### src/rtl/vm2002_multi.sv
// vm2002_multi: parametrised vending-machine core.
// Holds a per-item stock/cost table written in supplier mode. Runs the purchase
// flow: select, coin collection with an inactivity timeout, then dispense or refund.
// Optional feature macro: VM2002_CREDIT_CARRY_EN. When it is defined, change
// after a dispense stays in amount as credit for the next purchase instead of
// being returned in balance.
// Every output is a register. Its value is computed from the transition taken
// at the same edge, so a decision made at edge N shows on the outputs right after edge N.
module vm2002_multi #(
    parameter int  NUM_ITEMS   = 7,
    parameter int  CNT_W       = 4,
    parameter int  AMT_W       = 8,
    parameter int  TIMEOUT_CYC = 64,
    localparam int IDX_W       = $clog2(NUM_ITEMS + 1)
) (
    input  logic             clk,
    input  logic             hrst_n,
    input  logic             srst,
    input  logic             valid,
    input  logic [IDX_W-1:0] item,
    input  logic [CNT_W-1:0] count,
    input  logic [AMT_W-1:0] cost,
    input  logic [IDX_W-1:0] buttons,
    input  logic [1:0]       coins,
    input  logic             select,
    output logic [1:0]       status,
    output logic             insert_coins,
    output logic             start_timer,
    output logic             timeout,
    output logic             insufficient_amount,
    output logic [AMT_W-1:0] amount,
    output logic [AMT_W-1:0] balance,
    output logic [IDX_W-1:0] product,
    output logic             vend,
    output logic             coin_reject
);

    localparam int               TMR_W    = $clog2(TIMEOUT_CYC);
    localparam logic [TMR_W-1:0] TMR_LAST = TMR_W'(TIMEOUT_CYC - 1);
    localparam logic [1:0]       ST_IDLE  = 2'd0;
    localparam logic [1:0]       ST_AVAIL = 2'd1;
    localparam logic [1:0]       ST_OOS   = 2'd2;
    localparam logic [1:0]       ST_BUSY  = 2'd3;

    typedef enum logic [2:0] {
        S_IDLE     = 3'd0,
        S_CHECK    = 3'd1,
        S_COLLECT  = 3'd2,
        S_DISPENSE = 3'd3,
        S_REFUND   = 3'd4
    } state_t;

    // Coin code to value in cents. The result is one bit wider than amount,
    // so that an overflowing sum can be detected.
    function automatic logic [AMT_W:0] coin_value(input logic [1:0] c);
        logic [AMT_W:0] v;
        case (c)
            2'd1:    v = (AMT_W + 1)'(5);
            2'd2:    v = (AMT_W + 1)'(10);
            2'd3:    v = (AMT_W + 1)'(25);
            default: v = {(AMT_W + 1){1'b0}};
        endcase
        return v;
    endfunction

    // True for item indices 1..NUM_ITEMS. Index 0 means "none".
    function automatic logic idx_valid(input logic [IDX_W-1:0] idx);
        logic ok;
        ok = 1'b0;
        for (int i = 1; i <= NUM_ITEMS; i++) begin
            if (idx == IDX_W'(i)) begin
                ok = 1'b1;
            end else begin
                ok = ok;
            end
        end
        return ok;
    endfunction

    state_t           state_q, state_d;
    logic [IDX_W-1:0] sel_q, sel_d;
    logic [AMT_W-1:0] amount_q, amount_d;
    logic [AMT_W-1:0] balance_q, balance_d;
    logic [TMR_W-1:0] timer_q, timer_d;
    logic [1:0]       status_q, status_d;
    logic [IDX_W-1:0] product_q, product_d;
    logic             collect_q, collect_d;
    logic             insuff_q, insuff_d;
    logic             timeout_q, timeout_d;
    logic             vend_q, vend_d;
    logic             reject_q, reject_d;

    logic [CNT_W-1:0] count_q [0:NUM_ITEMS];
    logic [AMT_W-1:0] cost_q  [0:NUM_ITEMS];

    logic             wr_en_s;
    logic             dec_en_s;
    logic             btn_ok_s;
    logic [IDX_W-1:0] btn_idx_s;
    logic [CNT_W-1:0] btn_stock_s;
    logic [CNT_W-1:0] sel_stock_s;
    logic [AMT_W-1:0] price_s;
    logic [AMT_W:0]   sum_s;
    logic             coin_ok_s;
    logic [AMT_W-1:0] credit_s;

    // Table lookups and coin arithmetic shared by the FSM.
    // credit_s is the amount after this cycle's coin, if that coin is accepted.
    always_comb begin
        btn_ok_s    = idx_valid(buttons);
        btn_idx_s   = btn_ok_s ? buttons : {IDX_W{1'b0}};
        btn_stock_s = count_q[btn_idx_s];
        sel_stock_s = count_q[sel_q];
        price_s     = cost_q[sel_q];
        sum_s       = {1'b0, amount_q} + coin_value(coins);
        coin_ok_s   = (coins != 2'd0) && !sum_s[AMT_W];
        credit_s    = coin_ok_s ? sum_s[AMT_W-1:0] : amount_q;
    end

    // Next-state and next-output logic for the purchase flow.
    always_comb begin
        state_d   = state_q;
        sel_d     = sel_q;
        amount_d  = amount_q;
        balance_d = balance_q;
        timer_d   = timer_q;
        status_d  = status_q;
        insuff_d  = insuff_q;
        product_d = {IDX_W{1'b0}};
        vend_d    = 1'b0;
        timeout_d = 1'b0;
        reject_d  = 1'b0;
        wr_en_s   = 1'b0;
        dec_en_s  = 1'b0;
        case (state_q)
            S_IDLE: begin
                status_d = ST_IDLE;
                if (valid) begin
                    // A supplier write has priority; any buttons value is ignored.
                    wr_en_s = idx_valid(item);
                end else if (!srst && btn_ok_s) begin
                    sel_d     = buttons;
                    balance_d = {AMT_W{1'b0}};
                    state_d   = S_CHECK;
                    status_d  = (btn_stock_s != {CNT_W{1'b0}}) ? ST_AVAIL : ST_OOS;
                end else begin
                    state_d = S_IDLE;
                end
            end
            S_CHECK: begin
                if (srst) begin
                    state_d  = S_IDLE;
                    status_d = ST_IDLE;
                end else if (sel_stock_s != {CNT_W{1'b0}}) begin
                    state_d  = S_COLLECT;
                    status_d = ST_BUSY;
                    timer_d  = {TMR_W{1'b0}};
                    insuff_d = 1'b0;
                end else begin
                    // Out of stock: return any carried credit to the user.
                    state_d   = S_IDLE;
                    status_d  = ST_IDLE;
                    balance_d = amount_q;
                    amount_d  = {AMT_W{1'b0}};
                end
            end
            S_COLLECT: begin
                status_d = ST_BUSY;
                if (srst) begin
                    // A user cancel wins over coin, select and timeout.
                    balance_d = amount_q;
                    amount_d  = {AMT_W{1'b0}};
                    insuff_d  = 1'b0;
                    state_d   = S_REFUND;
                end else begin
                    reject_d = (coins != 2'd0) && !coin_ok_s;
                    amount_d = credit_s;
                    if (coin_ok_s) begin
                        timer_d  = {TMR_W{1'b0}};
                        insuff_d = 1'b0;
                    end else begin
                        timer_d = timer_q + TMR_W'(1);
                    end
                    if (select && (credit_s >= price_s)) begin
                        vend_d    = 1'b1;
                        product_d = sel_q;
                        dec_en_s  = 1'b1;
                        insuff_d  = 1'b0;
                        state_d   = S_DISPENSE;
`ifdef VM2002_CREDIT_CARRY_EN
                        amount_d  = credit_s - price_s;
                        balance_d = {AMT_W{1'b0}};
`else
                        amount_d  = {AMT_W{1'b0}};
                        balance_d = credit_s - price_s;
`endif
                    end else if (!coin_ok_s && (timer_q == TMR_LAST)) begin
                        timeout_d = 1'b1;
                        balance_d = amount_q;
                        amount_d  = {AMT_W{1'b0}};
                        insuff_d  = 1'b0;
                        state_d   = S_REFUND;
                    end else if (select) begin
                        insuff_d = 1'b1;
                    end else begin
                        state_d = S_COLLECT;
                    end
                end
            end
            S_DISPENSE: begin
                status_d = ST_IDLE;
                state_d  = S_IDLE;
            end
            S_REFUND: begin
                status_d = ST_IDLE;
                state_d  = S_IDLE;
            end
            default: begin
                status_d = ST_IDLE;
                state_d  = S_IDLE;
            end
        endcase
        collect_d = (state_d == S_COLLECT);
    end

    // State and output registers. Reset is asynchronous and clears everything.
    always_ff @(posedge clk or negedge hrst_n) begin
        if (!hrst_n) begin
            state_q   <= S_IDLE;
            sel_q     <= {IDX_W{1'b0}};
            amount_q  <= {AMT_W{1'b0}};
            balance_q <= {AMT_W{1'b0}};
            timer_q   <= {TMR_W{1'b0}};
            status_q  <= ST_IDLE;
            product_q <= {IDX_W{1'b0}};
            collect_q <= 1'b0;
            insuff_q  <= 1'b0;
            timeout_q <= 1'b0;
            vend_q    <= 1'b0;
            reject_q  <= 1'b0;
        end else begin
            state_q   <= state_d;
            sel_q     <= sel_d;
            amount_q  <= amount_d;
            balance_q <= balance_d;
            timer_q   <= timer_d;
            status_q  <= status_d;
            product_q <= product_d;
            collect_q <= collect_d;
            insuff_q  <= insuff_d;
            timeout_q <= timeout_d;
            vend_q    <= vend_d;
            reject_q  <= reject_d;
        end
    end

    // Stock/cost table. A supplier write loads an entry; a dispense decrements the selected stock.
    always_ff @(posedge clk or negedge hrst_n) begin
        if (!hrst_n) begin
            for (int i = 0; i <= NUM_ITEMS; i++) begin
                count_q[i] <= {CNT_W{1'b0}};
                cost_q[i]  <= {AMT_W{1'b0}};
            end
        end else begin
            for (int i = 0; i <= NUM_ITEMS; i++) begin
                if (wr_en_s && (item == IDX_W'(i))) begin
                    count_q[i] <= count;
                    cost_q[i]  <= cost;
                end else if (dec_en_s && (sel_q == IDX_W'(i))) begin
                    count_q[i] <= count_q[i] - CNT_W'(1);
                end else begin
                    count_q[i] <= count_q[i];
                end
            end
        end
    end

    assign status              = status_q;
    assign insert_coins        = collect_q;
    assign start_timer         = collect_q;
    assign timeout             = timeout_q;
    assign insufficient_amount = insuff_q;
    assign amount              = amount_q;
    assign balance             = balance_q;
    assign product             = product_q;
    assign vend                = vend_q;
    assign coin_reject         = reject_q;

endmodule

### config.mk
export PLATFORM = sky130hd
export DESIGN_NAME = vm2002_multi
export DESIGN_NICKNAME = d
export VERILOG_FILES = /design/src/rtl/vm2002_multi.sv
export SDC_FILE = /design/constraint.sdc
export NUM_CORES = 1
export LEC_CHECK = 0
export BUFFER_PORTS_ARGS = -buffer_cell sky130_fd_sc_hd__buf_2
export CAP_MARGIN = 20
export CORE_AREA = 2 2 124 126
export CTS_BUF_LIST = sky130_fd_sc_hd__clkbuf_4
export DETAILED_ROUTE_END_ITERATION = 16
export DIE_AREA = 0 0 126 128
export PLACE_DENSITY = 0.76
export SETUP_SLACK_MARGIN = 0.4
export SYNTH_ARGS = -nofsm -noshare
export SYNTH_HDL_FRONTEND = slang
export SYNTH_SLANG_ARGS = --single-unit
### constraint.sdc
create_clock -name clk -period 6.5 [get_ports clk]
set_input_delay 0 -clock clk [delete_from_list [all_inputs] [get_ports clk]]
set_output_delay 0 -clock clk [all_outputs]
set_load 0.03 [all_outputs]
==> key figures <==
Setup path
  • Reg2Reg Capture Point: balance[5]$_DFFE_PN0P_
  • Nature of the critical path startpoint: flip-flop
  • Startpoint of the worst-slack reg-to-reg timing path: amount[0]$_DFFE_PN0P_
  • Critical setup path kind: flip-flop to flip-flop
  • Maximum fanout along the worst path: 24
  • Worst reg-to-reg setup slack: 1.59 ns
  • Crit. Startpoint: amount[0]$_DFFE_PN0P_
  • Worst Path Arrival: 5.38 ns
  • Capturing instance or port of the critical path: balance[5]$_DFFE_PN0P_
  • Critical Path Sink Type: flip-flop
  • Reg2reg path depth: 16
  • Critical path data required time: 6.97 ns

Power and ir drop
  • PD cells: 398.4 nW/um^2
  • Sequential power share: 0.389
  • Lkg Pwr: 3.719 nW
  • Design internal power: 2.005 mW
  • Switch share: 0.3846
  • Clock Power Share: 0.173
  • Share of total power in combinational logic: 0.438
  • Sw Pwr: 1.253 mW
  • IR drop worst, VDD: 0.1380 mV

STA
  • Transition at the pin with the smallest max-transition slack: 0.8720 ns
  • Clock tree skew after final layout: 0.02870 ns
  • Share of the clock period used by the worst path after layout: 0.7554
  • Headroom to the max-slew limit: 0.4171
  • Final hold violation count: 0
  • Final critical path time including I/O delays and setup: 4.910 ns
  • Final critical-path setup slack: 1.590 ns
  • Fin Hold WS: 0.03229 ns
  • Final Slew Violations: 0
  • Sum of negative setup slack: 0 ns
  • Setup-violating endpoint count in the final report: 0
  • Setup repair after global routing missed its margin: false
  • F_max: 0.2037 GHz

Synthesis
  • Main area contributors after synthesis: dfrtp_1, mux2_2, mux4_2
  • Synth cell types: 64
  • Post-synth design cell area: 7282 sq um
  • Flip-flop and latch count after synthesis: 134
  • Cell count after synthesis: 628
  • Proportion of register bits with asynchronous set or reset after synthesis: 1.000
  • Yosys warning count: 0
  • Area leader, netlist: dfrtp_1
  • Syn Nets: 677
  • Area fraction of the dominant cell type after synthesis: 0.4605
  • Sequential area share after synthesis: 0.4605
  • Leading register cell type out of synthesis: dfrtp_1
  • Number of enable-type register cells in the synthesized netlist: 0
  • Post-Syn Area per Cell: 11.60 sq um
  • Most repeated cell in the gate-level netlist after synthesis: dfrtp_1
  • Top cells by count, synth: dfrtp_1, mux2_2, nor2_1

Floorplan
  • Initial standard-cell utilization of the core: 0.4899
  • Cell Rows: 45
  • Chip Height: 128 um
  • Core area: 14860 sq um
  • Full die area: 16130 sq um
  • Die width: 126 um
  • Num ports: 52

Final layout
  • Area overhead of the layout relative to synthesis: 12.30%
  • Post-layout instance area: 8178 sq um
  • Layout cell share with drive strength beyond 1: 0.2788
  • Final layout net count: 739

Placement
  • Cell area reported after detailed placement: 7671 sq um
  • Detailed placement HPWL: 11230 um
  • Placement-stage worst setup slack: 1.671 ns
  • IO Port Bufs: 51
  • Final RePlAce weighted congestion: 0.8626

Outcome
  • Result of the run: completed

Route
  • DRC errors left: 0
  • Via-per-instance ratio: 5.767
  • Number of DRC violations after detailed-routing iteration 0: 353
  • Final ANT Viol Nets: 0
  • Detailed-route via count: 5144
  • Wire length reported by the detailed router: 16140 um
  • First-pass DRT Iterations: 7
  • Wire per inst: 18.10 um

GRT
  • Vias in the first global route: 5347
  • Maximum number of pins on one net before global-route repair: 71
  • Antenna violations before repair: 1
  • Total congestion overflow after global routing: 0
  • First-pass GRT wire length: 26790 um
  • All-layer global routing usage: 0.2111

Clocking
  • Bufs on Longest Clock Path: 2
  • Clock tree from TritonCTS: built
  • TritonCTS sink count: 134
  • Clock latency of the later-clocked register in the worst-skew pair: 0.56 ns
  • Clock transition at the registers of the reported paths: 0.13 ns
  • Number of resized instances in the post-cts repair step: 0
  • Number of buffers created by CTS: 17
  • Max H-tree Level: 4
  • Clock root buffer master: clkbuf_4

Min path
  • Min-Delay Path Class: input pin to async pin

Flow run
  • Maxcap violations: 0
[how the worst min path moves through the flow]
stage	startpoint	endpoint	depth (start not counted)
CTS	valid	status[0]$_DFF_PN0_	4
global route	hrst_n	balance[3]$_DFFE_PN0P_	2
detailed placement	hrst_n	balance[5]$_DFFE_PN0P_	1
floorplan	hrst_n	amount[0]$_DFFE_PN0P_	0
global placement	hrst_n	balance[4]$_DFFE_PN0P_	1
finish	hrst_n	balance[5]$_DFFE_PN0P_	2
[state kept, by name, indices dropped and copies added, names as in the netlist, 2 cells and up]
signal / cells
cost_q: 64
count_q: 32
amount: 8
balance: 8
timer_q: 6
product: 3
sel_q: 3
state_q: 3
status: 2
[repair_timing]
item,4_1_cts,5_1_grt
hold buffers,22,0
setup buffers,0,0
hold endpoints to repair,160,0
[metrics by stage]
stage          cells  total power [mW]    util
4_1_cts          891             3.269  0.5500
3_5_place_dp     837             2.693  0.5161
2_1_floorplan    628             2.339       -
6_report         892             3.258  0.5502
5_1_grt          892             3.480  0.5502
3_3_place_gp     837             2.604  0.5161
[cell type report]
class                   count  area [sq um]
flip-flops and latches    134          3353
repair buffers             78         515.5
multi-input cells         434          3694
fillers                  1244          6686
diodes                      1         2.502
well taps                 188         235.2
clock inverters            11         126.4
inverters                  25         93.84
clock buffers              21         157.7
[critical path: stages (launching register included)]
cell,delay (ns)
dfrtp_1,0.46
ha_1,0.26
fa_1,0.44
a211oi_1,0.28
o21bai_1,0.15
a41oi_2,0.21
buf_4,0.31
nand2b_1,0.17
nor2_1,0.15
xnor2_1,0.15
ha_1,0.32
a21oi_1,0.20
nor3b_2,0.41
a21o_1,0.39
o211ai_4,0.18
o2111a_1,0.36
mux2_4,0.37
[power by group through the flow]
stage	logic [mW]	clock network (mW)	registers, mW
global route	1.56	0.613	1.30
CTS	1.43	0.575	1.27
global placement	1.35	0	1.26
floorplan	1.07	0	1.27
detailed placement	1.41	0	1.28
finish	1.43	0.563	1.27
[logic make-up after synthesis]
group                    after synthesis  synth area share
multiplexers                         118            0.2113
XOR/XNOR                              34           0.04089
adder cells (fa/ha/maj)               24           0.04330
buffers and inverters                 60           0.03333
AO/OA/AOI/OAI                         99           0.09880
flip-flops                           134            0.4605
AND/OR/NAND/NOR                      159            0.1119
[metal layers]
layer	up-vias	global-route usage	wire length (um)
met2	141	0.3710	8337
met4	0	0.07886	258
met1	2573	0.2585	6776
met5	-	0	0
met3	25	0.04215	771
li1	2405	-	-
[cell usage in the layout, fill, tap and decap left out, drive strengths merged, types with 6 or more instances in the layout]
| cell | synthesis | layout |
|---|---|---|
| mux4 | 18 | 18 |
| buf | 9 | 56 |
| nor3 | 17 | 17 |
| a211oi | 6 | 6 |
| nor4 | 6 | 6 |
| a21o | 8 | 8 |
| and3 | 8 | 8 |
| mux2i | 21 | 21 |
| o21ai | 15 | 15 |
| xnor2 | 18 | 18 |
| nor2b | 12 | 12 |
| mux2 | 79 | 79 |
| a22o | 6 | 6 |
| and2 | 8 | 8 |
| xor2 | 16 | 16 |
| clkbuf | 26 | 21 |
| nor2 | 36 | 36 |
| dfrtp | 134 | 134 |
| nand2 | 35 | 35 |
| nand3 | 16 | 16 |
| a21oi | 32 | 32 |
| inv | 25 | 27 |
| dlygate4sd3 | 0 | 22 |
| ha | 22 | 22 |
Power figures use the tool's default switching activity.
